[src/rtl/raydir_gen_pkg.sv]
// Shared fixed-point constants and FSM encoding for the ray-direction generator.
// Vectors are 24-bit SQ12.12 values.
package raydir_gen_pkg;

    localparam int unsigned F_W               = 24;
    localparam int unsigned F_FRAC            = 12;
    localparam int unsigned COLS_LOG2_DEFAULT = 9;
    localparam int unsigned FRAC_EXT_DEFAULT  = 8;

    typedef enum logic {
        RD_IDLE = 1'b0,
        RD_RUN  = 1'b1
    } rd_state_e;

endpackage

[src/rtl/raydir_axis.sv]
// Per-axis ray-direction accumulator: initialises from facing/vplane, steps without a multiplier.
// RAYDIR_MIRROR_EN selects right-to-left traversal.
module raydir_axis
    import raydir_gen_pkg::*;
#(
    parameter int unsigned COLS_LOG2 = COLS_LOG2_DEFAULT,
    parameter int unsigned FRAC_EXT  = FRAC_EXT_DEFAULT
) (
    input  logic           clk,
    input  logic           reset,
    input  logic           load,
    input  logic           advance,
    input  logic [F_W-1:0] facing,
    input  logic [F_W-1:0] vplane,
    output logic [F_W-1:0] ray_dir
);

    localparam int unsigned AccW = 25 + FRAC_EXT;

    logic signed [AccW-1:0] facing_sc;
    logic signed [AccW-1:0] vplane_sc;
    logic signed [AccW-1:0] step_init;
    logic signed [AccW-1:0] acc_init;
    logic signed [AccW-1:0] step_load;
    logic signed [AccW-1:0] acc_q, acc_d;
    logic signed [AccW-1:0] step_q, step_d;

    always_comb begin
        facing_sc = $signed({{(AccW-F_W){facing[F_W-1]}}, facing}) <<< FRAC_EXT;
        vplane_sc = $signed({{(AccW-F_W){vplane[F_W-1]}}, vplane}) <<< FRAC_EXT;
        // 2*vplane/COLS per column, exact while FRAC_EXT >= COLS_LOG2-1
        step_init = vplane_sc >>> (COLS_LOG2 - 1);
`ifdef RAYDIR_MIRROR_EN
        acc_init  = facing_sc + vplane_sc - step_init;
        step_load = -step_init;
`else
        acc_init  = facing_sc - vplane_sc;
        step_load = step_init;
`endif
    end

    always_comb begin
        acc_d  = acc_q;
        step_d = step_q;
        if (load) begin
            acc_d  = acc_init;
            step_d = step_load;
        end else if (advance) begin
            acc_d = acc_q + step_q;
        end
    end

    always_ff @(posedge clk) begin
        if (reset) begin
            acc_q  <= '0;
            step_q <= '0;
        end else begin
            acc_q  <= acc_d;
            step_q <= step_d;
        end
    end

    assign ray_dir = F_W'(acc_q >>> FRAC_EXT);

endmodule

[src/rtl/raydir_gen.sv]
// Per-column ray-direction generator: frame FSM, column counter and valid/ready handshake.
// Build with RAYDIR_MIRROR_EN for right-to-left traversal.
module raydir_gen
    import raydir_gen_pkg::*;
#(
    parameter int unsigned COLS_LOG2 = COLS_LOG2_DEFAULT,
    parameter int unsigned FRAC_EXT  = FRAC_EXT_DEFAULT
) (
    input  logic                 clk,
    input  logic                 reset,
    input  logic                 start,
    input  logic [F_W-1:0]       facingX,
    input  logic [F_W-1:0]       facingY,
    input  logic [F_W-1:0]       vplaneX,
    input  logic [F_W-1:0]       vplaneY,
    output logic [F_W-1:0]       rayDirX,
    output logic [F_W-1:0]       rayDirY,
    output logic [COLS_LOG2-1:0] col,
    output logic                 valid,
    input  logic                 ready,
    output logic                 busy,
    output logic                 load_if_ready
);

    rd_state_e            state_q, state_d;
    logic [COLS_LOG2-1:0] col_q, col_d;
    logic                 valid_q, valid_d;
    logic                 load_q, load_d;
    logic                 xfer;
    logic                 last_col;
    logic                 latch;
    logic                 advance;

    always_comb begin
        state_d  = state_q;
        col_d    = col_q;
        valid_d  = valid_q;
        load_d   = 1'b0;
        latch    = 1'b0;
        advance  = 1'b0;
        xfer     = valid_q && ready;
        last_col = (col_q == {COLS_LOG2{1'b1}});

        // Final acceptance pulses even if a restart wins the same cycle
        if (state_q == RD_RUN && xfer && last_col) begin
            load_d = 1'b1;
        end

        if (start) begin
            latch   = 1'b1;
            state_d = RD_RUN;
            col_d   = '0;
            valid_d = 1'b1;
        end else if (state_q == RD_RUN && xfer) begin
            if (last_col) begin
                state_d = RD_IDLE;
                valid_d = 1'b0;
                col_d   = '0;
            end else begin
                col_d   = col_q + COLS_LOG2'(1);
                advance = 1'b1;
            end
        end
    end

    always_ff @(posedge clk) begin
        if (reset) begin
            state_q <= RD_IDLE;
            col_q   <= '0;
            valid_q <= 1'b0;
            load_q  <= 1'b0;
        end else begin
            state_q <= state_d;
            col_q   <= col_d;
            valid_q <= valid_d;
            load_q  <= load_d;
        end
    end

    raydir_axis #(
        .COLS_LOG2 (COLS_LOG2),
        .FRAC_EXT  (FRAC_EXT)
    ) u_axis_x (
        .clk     (clk),
        .reset   (reset),
        .load    (latch),
        .advance (advance),
        .facing  (facingX),
        .vplane  (vplaneX),
        .ray_dir (rayDirX)
    );

    raydir_axis #(
        .COLS_LOG2 (COLS_LOG2),
        .FRAC_EXT  (FRAC_EXT)
    ) u_axis_y (
        .clk     (clk),
        .reset   (reset),
        .load    (latch),
        .advance (advance),
        .facing  (facingY),
        .vplane  (vplaneY),
        .ray_dir (rayDirY)
    );

    assign col           = col_q;
    assign valid         = valid_q;
    assign busy          = (state_q == RD_RUN);
    assign load_if_ready = load_q;

endmodule

[config.mk]
export PLATFORM = sky130hd
export DESIGN_NAME = raydir_gen
export DESIGN_NICKNAME = d
export VERILOG_FILES = /design/src/rtl/raydir_gen_pkg.sv /design/src/rtl/raydir_axis.sv /design/src/rtl/raydir_gen.sv
export SDC_FILE = /design/constraint.sdc
export NUM_CORES = 1
export LEC_CHECK = 0
export CORE_ASPECT_RATIO = 0.6
export CORE_MARGIN = 10
export CORE_UTILIZATION = 50
export CTS_CLUSTER_SIZE = 30
export DETAILED_ROUTE_END_ITERATION = 8
export PLACE_DENSITY = 0.75
export SYNTH_ARGS = -nofsm -noshare
export SYNTH_HDL_FRONTEND = slang
export SYNTH_SLANG_ARGS = --single-unit
[constraint.sdc]
create_clock -name clk -period 3.66 [get_ports clk]
set_input_delay 0.366 -clock clk [delete_from_list [all_inputs] [get_ports clk]]
set_output_delay 0.366 -clock clk [all_outputs]
set_load 0.03 [all_outputs]
Word level (Yosys, flattened, before mapping)

Index checks and enable logic that the tools add are counted.

Register bits after elaboration: 125
Bits in latches: 0
Memory bits (writable): 0
Bits in read-only memories: 0
Output and inout bits: 60
Memories kept: 0

Add/sub/neg operators: 5
Multipliers: 0
Divide/modulo/power cells: 0
$lt $le $gt $ge: 0
Equal/unequal tests: 1
Shift operators: 0
Muxes and demuxes: 13
Bitwise operators: 0
Reductions and logical operators: 8

Operators with widths:

| cell                                        | number |
|---|---|
| 2-to-1 mux 33 bit                           | 4 |
| adder 33 x 24 -> 33 bit                     | 2 |
| subtractor 32 x 32 -> 33 bit                | 2 |
| adder 9 x 1 -> 9 bit, second input constant | 1 |
| == test 9 bit, second input constant        | 1 |
| 2-to-1 mux 9 bit                            | 1 |
| 2-to-1 mux 1 bit                            | 8 |
| nonzero test 2 bit                          | 3 |
| logical AND 1 bit                           | 3 |
| AND reduction 2 bit                         | 1 |
| OR reduction 2 bit                          | 1 |

Depth between registers and ports, before layout

Depth after elaboration: 6
Gate-level depth with buffers: 13

Hierarchy

A second synthesis with hierarchy kept.

Cell total of the unflattened synthesis: 1415
Area total of the unflattened synthesis: 11325.9 sq um

Modules (own cells, without submodules):

| module                 | instances | cells an instance | area an instance (sq um) | sequential area each (sq um) |
|---|---|---|---|---|
| raydir_axis (u_axis_x) | 1         | 700               | 5439.0                   | 1121.1 |
| raydir_axis (u_axis_y) | 1         | 655               | 5327.6                   | 1121.1 |
| raydir_gen             | 1         | 60                | 559.3                    | 220.2 |

Least setup slack after synthesis

No wires, ideal clock.

Path type: reg-to-reg
Start point: reg u_axis_y.step_q[0]
End point: reg u_axis_y.acc_q[30]
Library setup time: 0.080 ns
Arrival time: 2.963 ns
Data required time: 3.580 ns
Slack: 0.617 ns
Stages on the path, launching flop included: 14
Clock period less this slack: 3.043 ns
Cell sequence: dfxtp_1 -> ha_1 -> inv_1 -> fa_1 -> and2b_1 -> o31a_1 -> and4_1 -> o221ai_1 -> a2111oi_0 -> o2111ai_1 -> a31oi_1 -> xnor2_1 -> a211o_1 -> a22oi_1

Longest elaborated chain between the ends: 3

RTL lines:

| element                 | RTL line          | source |
|---|---|---|
| from (decl)             | raydir_axis.sv:26 | `logic signed [AccW-1:0] step_q, step_d;` |
| from (signal assigned)  | raydir_axis.sv:59 | `step_q <= step_d;` |
| adder 33 x 24 -> 33 bit | raydir_axis.sv:49 | `acc_d = acc_q + step_q;` |
| 2-to-1 mux 33 bit       | raydir_axis.sv:48 | `end else if (advance) begin` |
| 2-to-1 mux 33 bit       | raydir_axis.sv:45 | `if (load) begin` |
| to (signal assigned)    | raydir_axis.sv:55 | `acc_q <= '0;` |
| to (signal assigned)    | raydir_axis.sv:58 | `acc_q <= acc_d;` |
| to (decl)               | raydir_axis.sv:25 | `logic signed [AccW-1:0] acc_q, acc_d;` |

Every way passes these cells. The select of a mux whose other input is x is not followed.
A chain may end at the register's enable or synchronous reset.

Final worst setup path

Same ends and word-level chain as after synthesis.

==> impl_results.md <==
* Max Freq at 292.3 MHz
* Root Driver: clkbuf_16
* Cell area after synthesis at 10400 sq um
* Slew Viols, Final at 0
* Comb pwr share at 32.5%
* Final #Nets at 1632
* CP Max Fanout at 3
* Clock Pin Slew Worst Setup and Hold Paths at 0.07 ns
* Power per cell area at 377.6 nW/um^2
* Antenna viol nets, final at 0
* Post-synthesis register bit count at 123
* Layout cells sized above 1 at 5.940%
* Fin crit period at 3.421 ns
* Clock buffer depth at 2
* Residual DRC count at 0
* Die height at 131.7 microns
* Ranking of synthesized cells by area: dfxtp_1 (24%), ha_1 (13%), a21oi_1 (5.7%)
* Core box area at 20220 sq um
* Placement Rows at 40
* Max-cap violations at 0
* Fin. Hold Viols at 0
* Detailed Routing Iterations Pass 1 at 6
* Pre-CTS WS at -0.08863 ns
* Vias at 9983
* Post-synthesis cell count at 1311
* Worst skew pair latency at 0.43 ns
* Peak VDD IR at 0.2973 mV
* Initial antenna violation count at 0
* Unique masters post-synth at 70
* Starting density of the core at 51.45%
* PortBufs at 159
* EDFF count, synth at 0
* H-tree depth at 4
* Ys flop type: dfxtp_1
* CTS buffer count at 17
* Largest net degree at the start of global routing at 57
* Clock share of power at 35.4%
* Final period utilization at 93.46%
* RSZ-0062 raised after global routing: false
* # clock sinks at 123
* Die area at 27160 sq um
* CP startpoint kind: register
* Status: completed
* WP data required at 4.00 ns
* Gpl congestion at 0.9223
* Net Count, Synth at 1525
* HP Class: input pin to register
* Slew @ Worst Pin at 0.7820 ns
* Total track usage at 22.10%
* Detailed Route WL at 30880 microns
* Crit-path cells: ha_1, inv_1, fa_1, and2b_1, o31a_1, and4_1, o221ai_2, a2111oi_2, buf_4, o2111ai_1, a31oi_2, xnor2_1, a211o_1, a22oi_1
* Slew HR at 47.87%
* Worst path max stage delay at 0.38 ns
* Psw at 1.670 mW
* CTS tree: yes
* Leak at 5.699 nW
* Hpwl dp at 24110 microns
* Layout-stage area growth over the synthesis result at 21.46%
* Ant. Diodes at 0
* Routed wire per std cell at 18.12 microns
* Number of global-route vias before repair at 9240
* Die width at 206.2 microns
* Crit path arrival time at 3.76 ns
* Final setup violation count at 0
* Internal cell power at 3.101 mW
* Starting DRC count in detailed routing at 756
* Crit Path Category: register to register
* Yosys top cell area share at 23.67%
* Max Clock Skew at 0.008805 ns
* Sequential power share at 32.1%
* Total negative setup slack at 0 ns
* First-pass GRT wire length at 49340 microns
* CP Capture Type: register
* Top Ports at 160
* Via density at 5.859
* Syn Area/Cell at 7.935 sq um
* Critical Path Slowest Stage Cell: fa_1
* Fraction of registers with async set/reset at 0%
* Yosys warnings at 0
* Sw frac at 35.00%
* Worst setup margin at 0.2393 ns
* Grt ovf at 0
* Register area share after synthesis at 23.67%
* Postcts setup bufs at 0
* Area leader, netlist: dfxtp_1
## cells in the final DEF (no fill, tap or decap), types with 12 or more instances in the layout
cell type | netlist | routed
a21oi_1 | 118 | 118
nor2_1 | 139 | 138
mux2i_1 | 56 | 56
o21a_1 | 13 | 13
clkdlybuf4s50_1 | 0 | 157
xor2_1 | 39 | 39
nand2_1 | 93 | 93
xnor2_1 | 52 | 52
a221oi_1 | 22 | 22
o21ai_0 | 24 | 24
nand4_1 | 19 | 19
nand3_1 | 17 | 17
clkbuf_16 | 0 | 17
ha_1 | 110 | 110
o21ai_1 | 29 | 29
dfxtp_1 | 123 | 123
a21o_1 | 61 | 61
a211oi_1 | 37 | 37
nor3_1 | 12 | 12
inv_1 | 65 | 65
a31oi_1 | 15 | 14
buf_4 | 49 | 37
nor2b_1 | 14 | 14
## repair_timing
item,CTS,global route
gates resized for setup,0,6
endpoints found under the setup margin,0,3
hold buffers,0,0
## per-layer routing
layer,track usage [%],vias up,part of all wire [%]
li1,-,4929,-
met1,33.96,4662,51
met4,4.441,0,1.2
met5,0,-,0
met3,4.762,27,8.7
met2,30.18,365,39
## kinds of logic (layout without fill, tap and decap cells)
| group | count (synthesis) | count (layout) | synth area share (%) |
|---|---|---|---|
| AO/OA/AOI/OAI | 401 | 401 | 25.62 |
| XOR/XNOR | 91 | 91 | 7.662 |
| adder cells (fa/ha/maj) | 114 | 114 | 14.00 |
| buffers and inverters | 174 | 294 | 8.047 |
| flip-flops | 123 | 123 | 23.67 |
| multiplexers | 57 | 57 | 5.497 |
| AND/OR/NAND/NOR | 351 | 351 | 15.50 |
## per-stage QoR
stage	hold WS (ns)	cells	power, mW	area (sq um)	utilization [%]
detailed placement	0.4529	1672	3.078	12020	59.46
global route	0.4442	1704	4.985	12630	62.49
global placement	0.4437	1672	3.060	12020	59.46
CTS	0.4250	1704	4.757	12610	62.36
finish	0.4327	1704	4.771	12630	62.49
floorplan	0.4356	1311	2.622	10400	-
## cells in the mapped netlist, drive strengths merged (4+ instances only)
library cell and instances:
a21o 61, nand4 19, xor2 39, nor2 139, clkbuf 46, a221oi 22, o21bai 10, a311oi 4
nand3 17, mux2i 56, and2 9, and3 9, xnor2 52, dfxtp 123, o211ai 6, fa 4
o22ai 5, buf 61, o21a 13, nand2 93, nor3 12, nand2b 11, nand3b 4, o311ai 5
a211oi 37, or3 7, a21oi 119, ha 110, inv 67, o21ai 53, a31oi 15, o31ai 6
a211o 6, nor2b 14, a2111oi 8
## final timing paths
check                                         from            endpoint  slack (ns)  cells after the start
worst max-delay path            u_axis_y.step_q[0]  u_axis_y.acc_q[30]        0.24                     14
worst min-delay path                         start  u_axis_y.acc_q[30]        0.43                      2
worst max register to register  u_axis_y.step_q[0]  u_axis_y.acc_q[30]        0.24                     14
worst min register to register   u_axis_x.acc_q[4]   u_axis_x.acc_q[4]        0.46                      2
## cell type report
class                           count  area (sq um)
Inverter                           67         251.5
Sequential cell                   123          2462
Clock inverter                     13         132.6
Multi-Input combinational cell   1014          7139
Clock buffer                       19         452.9
Tap cell                          273         341.6
Fill cell                        1780          7585
Timing Repair Buffer              195          1854
## state kept, by name (all words and copies together) (netlist names)
signal and flops:
col 9, load_if_ready 1, u_axis_x.acc_q 32, u_axis_x.step_q 24, u_axis_y.acc_q 32, u_axis_y.step_q 24
valid 1
## power by group through the flow
stage          combinational [mW]  sequential (mW)  clock (mW)
2_1_floorplan                1.10             1.52           0
3_3_place_gp                 1.50             1.56           0
3_5_place_dp                 1.52             1.56           0
4_1_cts                      1.53             1.53        1.70
5_1_grt                      1.69             1.54        1.75
6_report                     1.55             1.53        1.69
## worst max-delay path: cells and delay by family, from the launching register on
kind	cells	cell delay, ns
buffers and inverters	2	0.24
flip-flops	1	0.34
adder cells (fa/ha/maj)	2	0.59
AND/OR/NAND/NOR	2	0.51
XOR/XNOR	1	0.09
AO/OA/AOI/OAI	7	1.54
(Power assumes the default switching activity.)
